===== src/rtl/muldiv_pkg.sv =====
// Shared definitions for the iterative RV32M/RV64M multiply/divide unit:
// funct3 operation codes and the sequencer state type.
package muldiv_pkg;

  localparam logic [2:0] OP_MUL    = 3'b000;
  localparam logic [2:0] OP_MULH   = 3'b001;
  localparam logic [2:0] OP_MULHSU = 3'b010;
  localparam logic [2:0] OP_MULHU  = 3'b011;
  localparam logic [2:0] OP_DIV    = 3'b100;
  localparam logic [2:0] OP_DIVU   = 3'b101;
  localparam logic [2:0] OP_REM    = 3'b110;
  localparam logic [2:0] OP_REMU   = 3'b111;

  typedef enum logic [1:0] {
    ST_IDLE  = 2'd0,
    ST_CALC  = 2'd1,
    ST_FINAL = 2'd2
  } state_t;

  // funct3 bit 2 separates the divide group from the multiply group.
  function automatic logic is_div_op(input logic [2:0] op);
    return op[2];
  endfunction

endpackage


===== src/rtl/muldiv_operand_prep.sv =====
// Combinational operand conditioning: magnitudes, result-negate flag and
// divide special-case flags (flags exist only when MULDIV_DIV_EN is defined).
module muldiv_operand_prep
  import muldiv_pkg::*;
#(
  parameter int XLEN = 32
) (
  input  logic [2:0]      op,
  input  logic [XLEN-1:0] srca,
  input  logic [XLEN-1:0] srcb,
  output logic [XLEN-1:0] mag_a,
  output logic [XLEN-1:0] mag_b,
  output logic            neg_result
`ifdef MULDIV_DIV_EN
  ,
  output logic            div_zero,
  output logic            div_ovf
`endif
);

  logic signed_a;
  logic signed_b;
  logic sign_a;
  logic sign_b;

  // MUL only keeps the low half, which is identical for any signedness.
  assign signed_a = (op == OP_MUL) || (op == OP_MULH) || (op == OP_MULHSU) ||
                    (op == OP_DIV) || (op == OP_REM);
  assign signed_b = (op == OP_MUL) || (op == OP_MULH) ||
                    (op == OP_DIV) || (op == OP_REM);

  assign sign_a = signed_a & srca[XLEN-1];
  assign sign_b = signed_b & srcb[XLEN-1];

  // The most negative value maps onto 2^(XLEN-1), which still fits unsigned.
  assign mag_a = sign_a ? -srca : srca;
  assign mag_b = sign_b ? -srcb : srcb;

  // Remainder follows the dividend; everything else follows the operand XOR.
  assign neg_result = (op == OP_REM) ? sign_a : (sign_a ^ sign_b);

`ifdef MULDIV_DIV_EN
  localparam logic [XLEN-1:0] MOST_NEG = {1'b1, {(XLEN-1){1'b0}}};

  assign div_zero = is_div_op(op) && (srcb == '0);
  assign div_ovf  = ((op == OP_DIV) || (op == OP_REM)) &&
                    (srca == MOST_NEG) && (&srcb);
`endif

endmodule


===== src/rtl/muldiv_unit.sv =====
// Iterative multiply/divide unit, fixed XLEN+2 cycle latency per operation.
// Divider datapath is built only when MULDIV_DIV_EN is defined.
module muldiv_unit
  import muldiv_pkg::*;
#(
  parameter int XLEN = 32
) (
  input  logic            clk,
  input  logic            reset,
  input  logic            start,
  input  logic [2:0]      op,
  input  logic [XLEN-1:0] srca,
  input  logic [XLEN-1:0] srcb,
  input  logic            flush,
  output logic            busy,
  output logic            done,
  output logic [XLEN-1:0] result
);

  localparam int CNT_W = $clog2(XLEN);
  localparam logic [CNT_W-1:0] CNT_LAST = CNT_W'(XLEN - 1);

  state_t            state;
  state_t            state_nxt;
  logic [CNT_W-1:0]  cnt;
  logic [2:0]        op_q;
  logic [XLEN-1:0]   mag_a_q;
  logic              neg_q;
  logic [2*XLEN-1:0] acc;
  logic [2*XLEN-1:0] acc_nxt;
  logic [XLEN:0]     mul_sum;
  logic [2*XLEN-1:0] prod;
  logic [XLEN-1:0]   final_val;

  logic [XLEN-1:0]   prep_mag_a;
  logic [XLEN-1:0]   prep_mag_b;
  logic              prep_neg;

`ifdef MULDIV_DIV_EN
  logic              prep_div_zero;
  logic              prep_div_ovf;
  logic [XLEN-1:0]   mag_b_q;
  logic [XLEN-1:0]   srca_q;
  logic              div_zero_q;
  logic              div_ovf_q;
  logic [XLEN:0]     rem_sh;
  logic [XLEN+1:0]   diff;
  logic [XLEN-1:0]   quo;
  logic [XLEN-1:0]   rem;
`endif

  muldiv_operand_prep #(.XLEN(XLEN)) u_prep (
    .op         (op),
    .srca       (srca),
    .srcb       (srcb),
    .mag_a      (prep_mag_a),
    .mag_b      (prep_mag_b),
    .neg_result (prep_neg)
`ifdef MULDIV_DIV_EN
    ,
    .div_zero   (prep_div_zero),
    .div_ovf    (prep_div_ovf)
`endif
  );

  assign busy = (state != ST_IDLE);

  // NOTE: sequential state uses non-blocking assignments only, so every
  // register samples pre-edge values regardless of process ordering.
  always_ff @(posedge clk) begin
    if (reset) state <= ST_IDLE;
    else       state <= state_nxt;
  end

  // NOTE: every always_comb output gets a default first so no latch is inferred.
  always_comb begin
    state_nxt = state;
    case (state)
      ST_IDLE:  if (start) state_nxt = ST_CALC;
      ST_CALC:  if (cnt == CNT_LAST) state_nxt = ST_FINAL;
      ST_FINAL: state_nxt = ST_IDLE;
      default:  state_nxt = ST_IDLE;
    endcase
    if (flush) state_nxt = ST_IDLE;
  end

  // One iteration: shift-add for multiply, restoring shift-subtract for divide.
  // acc = {high/partial remainder, low/multiplier-or-quotient}.
  always_comb begin
    mul_sum = {1'b0, acc[2*XLEN-1:XLEN]} + (acc[0] ? {1'b0, mag_a_q} : '0);
    acc_nxt = {mul_sum, acc[XLEN-1:1]};
`ifdef MULDIV_DIV_EN
    rem_sh = {acc[2*XLEN-1:XLEN], acc[XLEN-1]};
    diff   = {1'b0, rem_sh} - {2'b00, mag_b_q};
    if (is_div_op(op_q)) begin
      // A kept remainder is always below the divisor, so XLEN bits suffice.
      if (diff[XLEN+1]) acc_nxt = {rem_sh[XLEN-1:0], acc[XLEN-2:0], 1'b0};
      else              acc_nxt = {diff[XLEN-1:0], acc[XLEN-2:0], 1'b1};
    end
`else
    if (is_div_op(op_q)) acc_nxt = acc;
`endif
  end

  // FINAL result selection with sign correction and forced special cases.
  always_comb begin
    prod      = neg_q ? -acc : acc;
    final_val = (op_q == OP_MUL) ? prod[XLEN-1:0] : prod[2*XLEN-1:XLEN];
`ifdef MULDIV_DIV_EN
    quo = neg_q ? -acc[XLEN-1:0] : acc[XLEN-1:0];
    rem = neg_q ? -acc[2*XLEN-1:XLEN] : acc[2*XLEN-1:XLEN];
    if (is_div_op(op_q)) begin
      final_val = op_q[1] ? rem : quo;
      if (div_zero_q)     final_val = op_q[1] ? srca_q : '1;
      else if (div_ovf_q) final_val = op_q[1] ? '0 : srca_q;
    end
`else
    if (is_div_op(op_q)) final_val = '0;
`endif
  end

  always_ff @(posedge clk) begin
    if (reset) begin
      cnt     <= '0;
      op_q    <= OP_MUL;
      mag_a_q <= '0;
      neg_q   <= 1'b0;
      acc     <= '0;
      done    <= 1'b0;
      result  <= '0;
`ifdef MULDIV_DIV_EN
      mag_b_q    <= '0;
      srca_q     <= '0;
      div_zero_q <= 1'b0;
      div_ovf_q  <= 1'b0;
`endif
    end else begin
      done <= 1'b0;
      if (!flush) begin
        case (state)
          ST_IDLE: if (start) begin
            cnt     <= '0;
            op_q    <= op;
            mag_a_q <= prep_mag_a;
            neg_q   <= prep_neg;
            acc     <= is_div_op(op) ? {{XLEN{1'b0}}, prep_mag_a}
                                     : {{XLEN{1'b0}}, prep_mag_b};
`ifdef MULDIV_DIV_EN
            mag_b_q    <= prep_mag_b;
            srca_q     <= srca;
            div_zero_q <= prep_div_zero;
            div_ovf_q  <= prep_div_ovf;
`endif
          end
          ST_CALC: begin
            acc <= acc_nxt;
            cnt <= cnt + CNT_W'(1);
          end
          ST_FINAL: begin
            result <= final_val;
            done   <= 1'b1;
          end
          default: ;
        endcase
      end
    end
  end

endmodule


===== config.mk =====
export PLATFORM = sky130hd
export DESIGN_NAME = muldiv_unit
export DESIGN_NICKNAME = d
export VERILOG_FILES = /design/src/rtl/muldiv_pkg.sv /design/src/rtl/muldiv_operand_prep.sv /design/src/rtl/muldiv_unit.sv
export SDC_FILE = /design/constraint.sdc
export NUM_CORES = 1
export LEC_CHECK = 0
export BUFFER_PORTS_ARGS = -buffer_cell sky130_fd_sc_hd__buf_2
export CAP_MARGIN = 20
export CORE_MARGIN = 1
export CORE_UTILIZATION = 61
export CTS_CLUSTER_DIAMETER = 80
export DETAILED_ROUTE_END_ITERATION = 12
export PLACE_DENSITY = 0.82
export SLEW_MARGIN = 25
export SYNTH_ARGS = -nofsm -noshare
export SYNTH_HDL_FRONTEND = slang
export SYNTH_HIERARCHICAL = 1
export SYNTH_SLANG_ARGS = --single-unit

===== constraint.sdc =====
create_clock -name clk -period 3.4 [get_ports clk]
set_clock_uncertainty 0.15 [all_clocks]
set_input_delay 0.17 -clock clk [delete_from_list [all_inputs] [get_ports clk]]
set_output_delay 0.17 -clock clk [all_outputs]
set_load 0.03 [all_outputs]

# Word-level counts from Yosys, hierarchy flattened
# Index checks and enable logic that the tools add are counted.
classes:
  n_addsub: 5
  n_eq_ne: 10
  n_mux: 17
  n_bitwise: 4
  reduce_logical: 17
op_table:
  columns: ["operator", "count"]
  rows:
  - ["32-bit 2-to-1 mux", 6]
  - ["64-bit 2-to-1 mux", 3]
  - ["64-bit case mux with 2 select lines", 1]
  - ["32-bit negator", 2]
  - ["64-bit negator", 1]
  - ["32-bit by 32-bit adder with 33-bit output", 1]
  - ["5-bit case mux with 2 select lines", 1]
  - ["3-bit == test (second input constant)", 2]
  - ["3-bit zero test", 2]
  - ["1-bit logical OR", 6]
  - ["2-bit inequality test (second input constant)", 3]
  - ["3-bit AND reduction", 2]
  - ["5-bit by 1-bit adder with 5-bit output (second input constant)", 1]
  - ["5-bit == test (second input constant)", 1]
  - ["5-bit 2-to-1 mux", 1]
  - ["2-bit 2-to-1 mux", 2]
  - ["2-bit case mux with 2 select lines", 1]
  - ["2-bit AND reduction", 2]
  - ["4-bit AND reduction", 1]
  - ["2-bit nonzero test", 2]
  - ["3-bit by 1-bit == test with 1-bit output (second input constant)", 1]
  - ["3-bit by 2-bit == test with 1-bit output (second input constant)", 1]
  - ["1-bit bitwise AND", 2]
  - ["2-bit by 1-bit == test with 1-bit output (second input constant)", 1]
  - ["other kinds (6)", 7]
totals:
  register_bits: 140
  inputBits: 71
  out_inout_bits: 34

# Longest topological paths before layout
# Gate-level depths: netlist of the first run.
logic_depth:
  ltp_word: 10
  ltp_mapped: 13
  mapped_depth_nobuf: 11

# Hierarchy
# The synthesis of the first run kept the hierarchy.
modules_own_cells:
  columns: ["mod", "n_inst", "cells_each", "area_each_um2"]
  rows:
  - ["muldiv_unit", 1, 1286, 9492.9]
  - ["muldiv_operand_prep", 1, 220, 1510.2]

# Least setup slack after synthesis of the first run
# Ideal clock, no wire load.
synth_timing:
  kind: "reg2reg"
  startpoint: "register acc[0]"
  endpoint: "register acc[55]"
  arrival_ns: 2.803
  setup_slack_ns: 0.329
  path_stages_with_launch: 14
  synth_period_minus_slack_ns: 3.071
  path_cell_list: "dfxtp_1 clkbuf_1 clkbuf_1 and2_1 ha_1 inv_1 fa_1 nor2b_1 o211a_1 o31ai_1 a2111o_1 a21oi_1 o21ai_0 a32o_1"
synth_via:
  elab_chain_len: 4
synth_rtl:
  columns: ["element", "line", "text"]
  rows:
  - ["start, declared", "muldiv_unit.sv:29", "logic [2*XLEN-1:0] acc;"]
  - ["start signal, assigned", "muldiv_unit.sv:146", "acc <= is_div_op(op) ? {{XLEN{1'b0}}, prep_mag_a}"]
  - ["start signal, assigned", "muldiv_unit.sv:156", "acc <= acc_nxt;"]
  - ["32-bit 2-to-1 mux", "muldiv_unit.sv:90", "mul_sum = {1'b0, acc[2*XLEN-1:XLEN]} + (acc[0] ? {1'b0, mag_a_q} : '0);"]
  - ["32-bit by 32-bit adder with 33-bit output", "muldiv_unit.sv:90", null]
  - ["64-bit 2-to-1 mux", "muldiv_unit.sv:101", "if (is_div_op(op_q)) acc_nxt = acc;"]
  - ["64-bit case mux with 2 select lines", "muldiv_unit.sv:140", "case (state)"]
# Every way passes these cells. The select of a mux whose other input is x is not followed.
# A chain may end at the register's enable or synchronous reset.

# Final worst setup path of the first run
# Same ends and word-level chain as after synthesis.

==> results of run 1 <==
[layer usage]
layer	track usage [%]	routed length (um)	vias to the layer above	part of all wire [%]
met3	8.43	3840	140	10
met5	0	0	-	0
met4	21.8	1970	0	5.1
met2	66.7	17300	720	45
met1	52.3	15300	5522	40
li1	-	-	5648	-
[final cells by class]
class / count / area [um^2] / share of cell area, %
Tap cell: 225 / 282 / 2.23
Timing Repair Buffer: 173 / 1100 / 8.68
Multi-Input combinational cell: 1238 / 7720 / 61.2
Clock buffer: 18 / 429 / 3.40
Clock inverter: 14 / 194 / 1.54
Sequential cell: 140 / 2800 / 22.2
Inverter: 26 / 97.6 / 0.773
[cell families (layout without fill, tap and decap cells)]
logic type               Yosys count  after routing
flip-flops                       140            140
AO/OA/AOI/OAI                    413            413
XOR/XNOR                         112            112
buffers and inverters            128            231
multiplexers                      46             46
adder cells (fa/ha/maj)           38             38
AND/OR/NAND/NOR                  629            629
[Yosys cell counts (4+ instances only)]
cell	n
nand2b_1	9
nand2_1	184
a21o_1	12
xor2_1	65
a21oi_1	142
a2111oi_0	5
or3_1	29
mux2i_1	45
clkbuf_1	82
o311ai_0	5
ha_1	37
a211oi_1	38
and2_1	39
nor2_1	164
dfxtp_1	140
o211ai_1	5
a22o_1	5
nor3_1	53
buf_4	4
or4_4	4
nor4_1	25
and3_1	8
nor2b_1	11
nand3_1	29
buf_1	11
o21ai_0	77
a32o_1	4
xnor2_1	47
or4_1	12
o41ai_1	7
a31oi_1	24
nand4_1	22
a22oi_1	17
or2_2	8
a221oi_1	6
inv_1	25
o31ai_1	17
o21a_1	11
o21bai_1	4
nand4b_1	4
[stage by stage]
step	utilization [%]	cell area, um^2	total power, mW
finish	72.2	12600	4.75
global placement	67.3	11800	2.71
CTS	72.2	12600	4.71
global route	72.2	12600	4.88
floorplan	-	11000	2.38
detailed placement	67.3	11800	2.72
[final timing paths]
check	depth (start not counted)	to
worst max-delay path	12	acc[55]
worst min-delay path	4	mag_a_q[31]
worst max register to register	12	acc[55]
worst min register to register	2	result[9]
[worst max-delay path, stage by stage, from the launching register on]
cell and delay, ns:
dfxtp_1 0.33, buf_4 0.21, and2_1 0.16, ha_1 0.17, inv_1 0.06, fa_1 0.39, nor2b_2 0.19, o211a_1 0.22
o31ai_1 0.10, a2111o_1 0.42, a21oi_1 0.24, o21ai_0 0.16, a32o_1 0.27
[power by group]
part / total, mW / internal (mW) / switching (mW) / leakage (nW)
Sequential: 1.76 / 1.69 / 0.0676 / 1.14
Combinational: 0.987 / 0.362 / 0.625 / 3.87
Clock: 2.00 / 1.23 / 0.771 / 0.300
Total: 4.75 / 3.28 / 1.46 / 5.31
[repair_timing]
action	4_1_cts	5_1_grt
hold endpoints to repair	25	0
endpoints found under the setup margin	0	1
setup buffers	0	0
gates resized for setup	0	1
hold buffers	23	0
[sequential cells by signal, indices dropped and copies added (netlist names)]
register and count:
acc 64, cnt 5, done 1, mag_a_q 32, neg_q 1, op_q 3
result 32, state 2
==> summary.md, run 1 <==
| Metric | Value |
|---|---|
| Adder-Cell Fraction of Synth Area | `4.39%` |
| Largest net degree at the start of global routing | `76` |
| Largest family of logic cells by synthesized area | `simple AND/OR/NAND/NOR gates` |
| Commonest non-fill, non-tap cell in the layout | `nand2_1` |
| CP max FO | `25` |
| Min-delay src | `srca[31]` |
| Detailed-route vias per instance | `6.56` |
| Initial antenna violation count | `0` |
| Peak supply drop | `379 uV` |
| Crit start category | `flop` |
| Routed Antenna Nets | `0` |
| CP required | `3.58 ns` |
| Max Slew Vio Count | `0` |
| Vias in the first global route | `10900` |
| Final WL | `38400 um` |
| Ys flop type | `dfxtp_1` |
| Yosys reg bits | `140` |
| Final setup fails | `0` |
| Largest buffer count on any clock path | `2` |
| Most frequent cells in the layout | `nand2_1 (184), nor2_1 (164), a21oi_1 (142)` |
| FMAX | `316 MHz` |
| Top-area cell type share of the netlist area | `25.5%` |
| Overall Global Routing Usage | `41.6%` |
| Clock net sink count | `140` |
| RSZ-0062 raised after global routing | `false` |
| Die X | `136 um` |
| Setup CP Type | `reg -> reg` |
| Ys async rst share | `0%` |
| Critical Path AT | `3.34 ns` |
| Clock Latency Late Sink | `0.44 ns` |
| Placer congestion estimate | `1.03` |
| CTS Root Cell | `clkbuf_16` |
| Chip height | `136 um` |
| Sequential area share after synthesis | `25.5%` |
| Post-Syn Instances | `1506` |
| CP startpoint | `acc[0]` |
| Clk pin slew, worst setup/hold paths | `0.06 ns` |
| Rows | `48` |
| R2r setup slk | `0.24 ns` |
| Fraction of layout cells with a size suffix above 1 | `13.5%` |
| Die Area | `18600 um^2` |
| Max-cap violations | `0` |
| CTS tree | `done` |
| DRC | `0` |
| Area growth syn-to-layout | `14.7%` |
| Num CTS Buffers | `17` |
| Setup_tns | `0 ns` |
| Mapped cell area | `11000 um^2` |
| Worst hold-check path type | `in -> reg` |
| First-pass GRT wire length | `58800 um` |
| Synth Warn # | `6` |
| Placed insts | `1779` |
| Filler instances | `1463` |
| Fin nets | `1705` |
| Simple-Gate Fraction of Synth Area | `28.5%` |
| Pre-Repair DR Iteration Count | `6` |
| Final Hold Slack | `0.00306 ns` |
| P_leak | `5.31 nW` |
| Yosys cell types | `83` |
| Status | `finished, final reports clean` |
| Reg2Reg Launch Point | `acc[0]` |
| Number of enable flip-flop cells after synthesis | `0` |
| Cell taking the most area after synthesis | `dfxtp_1` |
| Final Cycle Share | `93.0%` |
| Mux cell area share after synthesis | `4.20%` |
| Place WS | `0.253 ns` |
| Vias | `12000` |
| Max_slew headroom | `39.5%` |
| Final setup margin | `0.236 ns` |
| Top cells by area, synth | `dfxtp_1 (25%), a21oi_1 (6.5%), nand2_1 (6.3%), nor2_1 (5.6%), xor2_1 (5.2%)` |
| Synthesized Nets | `1615` |
| PwrDens | `376 nW/um^2` |
| Post-synthesis xor/xnor area fraction | `8.92%` |
| Starting Density | `63.0%` |
| Drt initial violations | `1287` |
| Tmin final | `3.16 ns` |
| Slew @ Worst Pin | `0.905 ns` |
| H-tree depth | `4` |
| Core area | `17500 um^2` |
| GRT overflow | `0` |
| PortBufs | `104` |
| Hold Vio Cnt, Final | `0` |
| Drt wl/cell | `20.9 um` |
| Avg Inst Size Synth | `7.31 um^2` |
| Fin cells | `1834` |
| Post-synthesis compound-gate area fraction | `23.9%` |
| HPWL after detailed placement | `28700 um` |
| Diodes inserted | `0` |
| Worst Setup End Kind | `flop` |
| I/O pins | `105` |
(Power assumes the default switching activity.)
==> run 2, diff against run 1 <==
PLACE_DENSITY = default   (was 0.82)
PLACE_DENSITY_LB_ADDON = 0.08   (was default)
==> summary.md, run 2 (same netlist as run 1, synthesis figures left out) <==
| Metric | Value |
|---|---|
| Area growth syn-to-layout | `14.5% (was 14.7%)` |
| Worst Hold Endpoint | `mag_a_q[31] (unchanged)` |
| Top reg by flops | `acc (unchanged)` |
| Top flop regs | `acc: 64 flops, mag_a_q: 32 flops, result: 32 flops (unchanged)` |
| Largest buffer count on any clock path | `2 (unchanged)` |
| Status | `finished, final reports clean (unchanged)` |
| Vias in the first global route | `10900 (about the same)` |
| GRT overflow | `0 (unchanged)` |
| Pre-Repair DR Iteration Count | `5 (was 6)` |
| Min-delay src | `srca[31] (unchanged)` |
| Max reg flops | `64 (unchanged)` |
| Routed Antenna Nets | `0 (unchanged)` |
| Setup_tns | `0 ns (unchanged)` |
| Max Slew Vio Count | `0 (unchanged)` |
| CP max stage delay | `0.57 ns (was 0.42 ns)` |
| Clk pin slew, worst setup/hold paths | `0.07 ns (was 0.06 ns)` |
| Num CTS Buffers | `17 (unchanged)` |
| RSZ-0062 raised after global routing | `false (unchanged)` |
| Diodes inserted | `0 (unchanged)` |
| CTS Root Cell | `clkbuf_16 (unchanged)` |
| Crit-path slowest cell | `or4_4 (was a2111o_1)` |
| Vias | `12000 (about the same)` |
| CP required | `3.57 ns (was 3.58 ns)` |
| Final Cycle Share | `93.3% (was 93.0%)` |
| Peak supply drop | `432 uV (was 379 uV)` |
| Slew @ Worst Pin | `0.823 ns (was 0.905 ns)` |
| Worst R2R Path Depth | `7 (was 12)` |
| Filler instances | `1469 (was 1463)` |
| Worst hold-check path type | `in -> reg (unchanged)` |
| HPWL after detailed placement | `28400 um (was 28700 um)` |
| Crit start category | `flop (unchanged)` |
| Fraction of layout cells with a size suffix above 1 | `13.4% (was 13.5%)` |
| Rows | `48 (unchanged)` |
| Drt wl/cell | `20.5 um (was 20.9 um)` |
| Overall Global Routing Usage | `41.1% (was 41.6%)` |
| Place WS | `0.263 ns (was 0.253 ns)` |
| Reg2Reg Launch Point | `acc[28] (was acc[0])` |
| Hold Vio Cnt, Final | `0 (unchanged)` |
| Design area | `12600 um^2 (about the same)` |
| Largest net degree at the start of global routing | `76 (unchanged)` |
| Fin nets | `1706 (was 1705)` |
| Final WL | `37700 um (was 38400 um)` |
| FMAX | `315 MHz (was 316 MHz)` |
| PwrDens | `371 nW/um^2 (was 376 nW/um^2)` |
| Most used cell along the critical path | `or4_4` |
| Max-cap violations | `0 (unchanged)` |
| Worst Setup End Kind | `flop (unchanged)` |
| Commonest non-fill, non-tap cell in the layout | `nand2_1 (unchanged)` |
| DP Area | `11800 um^2 (about the same)` |
| Final setup margin | `0.229 ns (was 0.236 ns)` |
| Die Area | `18600 um^2 (unchanged)` |
| Max_slew headroom | `43.7% (was 39.5%)` |
| I/O pins | `105 (unchanged)` |
| Drt initial violations | `1302 (was 1287)` |
| R2r setup slk | `0.23 ns (was 0.24 ns)` |
| P_leak | `5.29 nW (was 5.31 nW)` |
| CP Buf/Inv Count | `0 (was 2)` |
| H-tree depth | `4 (unchanged)` |
| Setup CP Type | `reg -> reg (unchanged)` |
| CP max FO | `8 (was 25)` |
| CP delay by family, top | `simple AND/OR/NAND/NOR gates (was compound AO/OA/AOI/OAI gates)` |
| Hold path cells | `4 (unchanged)` |
| R2r endpoint | `result[19] (was acc[55])` |
| Core area | `17500 um^2 (unchanged)` |
| First-pass GRT wire length | `58200 um (was 58800 um)` |
| Clock net sink count | `140 (unchanged)` |
| PortBufs | `104 (unchanged)` |
| Crit-path cells | `or4_4 -> or4_1 -> a2111o_1 -> or4_4 -> nor4b_4 -> or3_1 -> nand4_1 (was buf_4 -> and2_1 -> ha_1 -> inv_1 -> fa_1 -> nor2b_2 -> o211a_1 -> o31ai_1 -> a2111o_1 -> a21oi_1 -> o21ai_0 -> a32o_1)` |
| Die X | `136 um (unchanged)` |
| Initial antenna violation count | `0 (unchanged)` |
| Clock Latency Late Sink | `0.44 ns (about the same)` |
| Most frequent cells in the layout | `nand2_1 (184), nor2_1 (164), a21oi_1 (142) (unchanged)` |
| Tmin final | `3.17 ns (was 3.16 ns)` |
| Starting Density | `63.0% (unchanged)` |
| DRC | `0 (unchanged)` |
| Final setup fails | `0 (unchanged)` |
| Chip height | `136 um (unchanged)` |
| Placer congestion estimate | `1.01 (was 1.03)` |
| Crit path depth | `7 (was 12)` |
| CTS tree | `done (unchanged)` |
| Detailed-route vias per instance | `6.52 (was 6.56)` |
| Critical Path AT | `3.34 ns (about the same)` |
run 2: per-layer routing:
| layer | wire, um | GRT usage, % | part of all wire [%] |
|---|---|---|---|
| met1 | 15600 | 51.2 | 41 |
| met2 | 17100 | 66.1 | 45 |
| met3 | 3010 | 7.83 | 8.0 |
| met4 | 1960 | 23.0 | 5.2 |
| met5 | 0 | 0 | 0 |
run 2: worst max path at each step:
stage	from	end	slack, ns
after detailed placement	acc[28]	result[19]	0.26
after global routing	acc[0]	acc[59]	0.08
after floorplan	acc[0]	acc[55]	0.33
final	acc[28]	result[19]	0.23
after CTS	acc[28]	result[19]	0.25
after global placement	acc[28]	result[19]	0.33
run 2: power by group:
group          leakage, nW  total, mW  switching [mW]  internal (mW)
clock network        0.277       1.93           0.832           1.10
registers             1.14       1.76          0.0664           1.69
logic                 3.88      0.989           0.621          0.368
total                 5.29       4.68            1.52           3.16
run 2: final cells by class:
type                       count  area [um^2]  share of cell area, %
tap                          225          282                   2.24
timing repair buffer         174         1110                   8.80
sequential                   140         2800                   22.3
clock inverter                14          159                   1.26
multi-input combinational   1238         7720                   61.3
clock buffer                  18          429                   3.41
inverter                      26         97.6                  0.775
run 2: through the flow:
stage          std cells  util (%)  power [mW]  hold WS, ns
3_3_place_gp        1778      67.3        2.71        0.264
6_report            1835      72.1        4.68       0.0207
2_1_floorplan       1506         -        2.38       0.0967
4_1_cts             1835      72.1        4.63       0.0149
5_1_grt             1835      72.1        4.80       0.0368
3_5_place_dp        1778      67.3        2.72        0.272
run 2: worst reg2reg max path: stages (launching register included):
cell and delay, ns:
dfxtp_1 0.39, or4_4 0.57, or4_1 0.54, a2111o_1 0.44, or4_4 0.47, nor4b_4 0.28, or3_1 0.14, nand4_1 0.07
run 2: timing repair:
| item | CTS | global route |
|---|---|---|
| hold buffers | 25 | 0 |
| hold endpoints to repair | 26 | 0 |
| gates resized for setup | 0 | 0 |
| setup buffers | 0 | 0 |
==> run 3, diff against run 2 <==
ABC_AREA = 1   (was default)
CORE_UTILIZATION = 62   (was 61)
==> summary.md, run 3 <==
| Metric | Value |
|---|---|
| Yosys reg bits | `140 (unchanged)` |
| Max-cap violations | `0 (unchanged)` |
| Cts repair resizes | `0 (unchanged)` |
| Rows | `51 (was 48)` |
| CP max stage delay | `0.59 ns (was 0.57 ns)` |
| Top flop regs | `acc: 64 flops, mag_a_q: 32 flops, result: 32 flops (unchanged)` |
| CTS Root Cell | `clkbuf_16 (unchanged)` |
| Placed insts | `2508 (was 1778)` |
| Critical Path AT | `2.94 ns (was 3.34 ns)` |
| Status | `finished, final reports clean (unchanged)` |
| Diodes inserted | `0 (unchanged)` |
| Vias in the first global route | `12800 (was 10900)` |
| Num CTS Buffers | `17 (unchanged)` |
| Placer congestion estimate | `1.03 (was 1.01)` |
| Most frequent cells in the layout | `nand2_1 (642), nor2_1 (309), inv_1 (259) (was nand2_1 (184), nor2_1 (164), a21oi_1 (142))` |
| Drt wl/cell | `16.9 um (was 20.5 um)` |
| Setup_tns | `0 ns (unchanged)` |
| Min-delay src | `srca[7] (was srca[31])` |
| Detailed-route vias per instance | `5.78 (was 6.52)` |
| Largest net degree at the start of global routing | `101 (was 76)` |
| Yosys cell types | `45 (was 83)` |
| Mapped cell area | `12600 um^2 (was 11000 um^2)` |
| Largest buffer count on any clock path | `2 (unchanged)` |
| Synth Warn # | `6 (unchanged)` |
| HPWL after detailed placement | `33300 um (was 28400 um)` |
| Clock Latency Late Sink | `0.44 ns (about the same)` |
| Final setup fails | `0 (unchanged)` |
| First-pass GRT wire length | `66600 um (was 58200 um)` |
| Register area | `2800 um^2 (about the same)` |
| Reg2Reg Launch Point | `acc[0] (was acc[28])` |
| Top-area cell type share of the netlist area | `22.2% (was 25.5%)` |
| Core area | `19700 um^2 (was 17500 um^2)` |
| Final Cycle Share | `82.6% (was 93.3%)` |
| Filler instances | `1784 (was 1469)` |
| Synth cell count leaders | `nand2_1 (642), nor2_1 (310), inv_1 (260) (was nand2_1 (184), nor2_1 (164), a21oi_1 (142))` |
| CTS tree | `done (unchanged)` |
| DRC | `0 (unchanged)` |
| Final WL | `43100 um (was 37700 um)` |
| Clk pin slew, worst setup/hold paths | `0.06 ns (was 0.07 ns)` |
| Fin cells | `2546 (was 1835)` |
| Avg Inst Size Synth | `5.72 um^2 (was 7.31 um^2)` |
| Fraction of layout cells with a size suffix above 1 | `10.3% (was 13.4%)` |
| RSZ-0062 raised after global routing | `false (unchanged)` |
| P_leak | `6.97 nW (was 5.29 nW)` |
| Area growth syn-to-layout | `9.72% (was 14.5%)` |
| Crit start category | `flop (unchanged)` |
| Die X | `145 um (was 136 um)` |
| Commonest non-fill, non-tap cell in the layout | `nand2_1 (unchanged)` |
| Place WS | `0.621 ns (was 0.263 ns)` |
| Top cells by area, synth | `dfxtp_1 (22%), nand2_1 (19%), nor2_1 (9.2%), nand3_1 (7.8%), inv_1 (7.7%) (was dfxtp_1 (25%), a21oi_1 (6.5%), nand2_1 (6.3%), nor2_1 (5.6%), xor2_1 (5.2%))` |
| Chip height | `145 um (was 136 um)` |
| Starting Density | `64.0% (was 63.0%)` |
| Die Area | `20900 um^2 (was 18600 um^2)` |
| Count leader, synth | `nand2_1 (unchanged)` |
| CP max FO | `13 (was 8)` |
| Peak supply drop | `310 uV (was 432 uV)` |
| Initial antenna violation count | `0 (unchanged)` |
| Number of enable flip-flop cells after synthesis | `0 (unchanged)` |
| Fin nets | `2377 (was 1706)` |
| Ys async rst share | `0% (unchanged)` |
| Setup repair bufs after CTS | `0 (unchanged)` |
| Setup CP Type | `reg -> reg (unchanged)` |
| PwrDens | `350 nW/um^2 (was 371 nW/um^2)` |
| Sequential area share after synthesis | `22.2% (was 25.5%)` |
| Vias | `14700 (was 12000)` |
| Tmin final | `2.81 ns (was 3.17 ns)` |
| Clock net sink count | `140 (unchanged)` |
| Routed Antenna Nets | `0 (unchanged)` |
| Hold Vio Cnt, Final | `0 (unchanged)` |
| Max reg flops | `64 (unchanged)` |
| Most used cell along the critical path | `nand2_1 (was or4_4)` |
| I/O pins | `105 (unchanged)` |
| Worst Setup End Kind | `flop (unchanged)` |
| Post-Syn Instances | `2205 (was 1506)` |
| Slew @ Worst Pin | `0.958 ns (was 0.823 ns)` |
| GRT overflow | `0 (unchanged)` |
| Crit-path slowest cell | `dfxtp_1 (was or4_4)` |
| Multi-input gate area in the final layout | `8410 um^2 (was 7720 um^2)` |
| Overall Global Routing Usage | `41.7% (was 41.1%)` |
| FMAX | `356 MHz (was 315 MHz)` |
| Max_slew headroom | `35.8% (was 43.7%)` |
| Ys flop type | `dfxtp_1 (unchanged)` |
| Synthesized Nets | `2314 (was 1615)` |
| CP required | `3.54 ns (was 3.57 ns)` |
| PortBufs | `104 (unchanged)` |
| Top reg by flops | `acc (unchanged)` |
| H-tree depth | `4 (unchanged)` |
| Pre-Repair DR Iteration Count | `9 (was 5)` |
| Drt initial violations | `1663 (was 1302)` |
| Cell taking the most area after synthesis | `dfxtp_1 (unchanged)` |
| Max Slew Vio Count | `0 (unchanged)` |
| Worst hold-check path type | `in -> reg (unchanged)` |
| Final setup margin | `0.591 ns (was 0.229 ns)` |
| Crit-path cells | `nand2_1 -> inv_1 -> ha_1 -> inv_1 -> fa_1 -> nand3b_1 -> nand2_1 -> nand2_1 -> nand2_1 -> nand2_1 -> nand2_1 -> nand2_1 -> nand2_1 -> nand2_1 -> nand3_1 -> a21oi_1 (was or4_4 -> or4_1 -> a2111o_1 -> or4_4 -> nor4b_4 -> or3_1 -> nand4_1)` |
| CP startpoint | `acc[0] (was acc[28])` |
-- run 3: cell count changes after synthesis, moves of 29 or more --
| cell | delta |
|---|---|
| mux2i_1 | -29 |
| clkbuf_1 | -42 |
| xnor2_1 | -35 |
| or3_1 | -29 |
| nor2_1 | +146 |
| a211oi_1 | +32 |
| nand3_1 | +168 |
| nor3_1 | -34 |
| nand2_1 | +458 |
| inv_1 | +235 |
| xor2_1 | -41 |
| and2_1 | -38 |
-- run 3: path summary, 6_finish.rpt --
path | endpoint | slack (ns) | depth (start not counted)
max | acc[61] | 0.59 | 16
min | mag_a_q[7] | 0.03 | 4
max reg2reg | acc[61] | 0.59 | 16
min reg2reg | result[22] | 0.31 | 2
-- run 3: critical path: cells and delay by family (launching register included) --
kind | cells | cell delay [ns]
simple gates | 11 | 1.18
compound gates | 1 | 0.06
buf+inv | 2 | 0.13
flops | 1 | 0.59
fa+ha+maj | 2 | 0.55
-- run 3: area by class of cell --
cell class	count	area share, %
clock inverter	12	0.624
timing repair buffer	123	5.22
clock buffer	20	3.37
sequential	140	20.3
tap	265	2.40
inverter	271	7.36
multi-input combinational	1715	60.8
-- run 3: cells by family after synthesis --
family / synth area share, %
compound gates: 15.8
xor+xnor: 2.50
fa+ha+maj: 3.83
buf+inv: 11.2
flops: 22.2
mux: 1.27
simple gates: 43.2
-- run 3: per-layer routing --
layer / vias up / wire length (um) / global-route usage, %
li1: 7243 / - / -
met1: 6444 / 18100 / 56.5
met2: 880 / 18000 / 61.9
met3: 138 / 4620 / 7.35
met4: 0 / 2410 / 23.9
met5: - / 0 / 0
-- run 3: per-stage QoR --
| step | total power [mW] | instance area [um^2] | hold slack [ns] | utilization [%] |
|---|---|---|---|---|
| finish | 4.84 | 13800 | 0.0292 | 70.2 |
| global route | 5.03 | 13800 | 0.0362 | 70.2 |
| CTS | 4.79 | 13800 | 0.0157 | 70.2 |
| detailed placement | 3.02 | 13200 | 0.302 | 67.1 |
| global placement | 3.00 | 13200 | 0.300 | 67.1 |
| floorplan | 2.67 | 12600 | 0.155 | - |
-- run 3: what timing repair did --
action                                  CTS  global route
hold endpoints to repair                  6             0
endpoints found under the setup margin    0             0
hold buffers                              6             0
-- run 3: report_power, final --
part           internal (mW)  switching, mW
clock network          0.994          0.803
registers               1.70         0.0854
logic                  0.394          0.865
total                   3.09           1.75
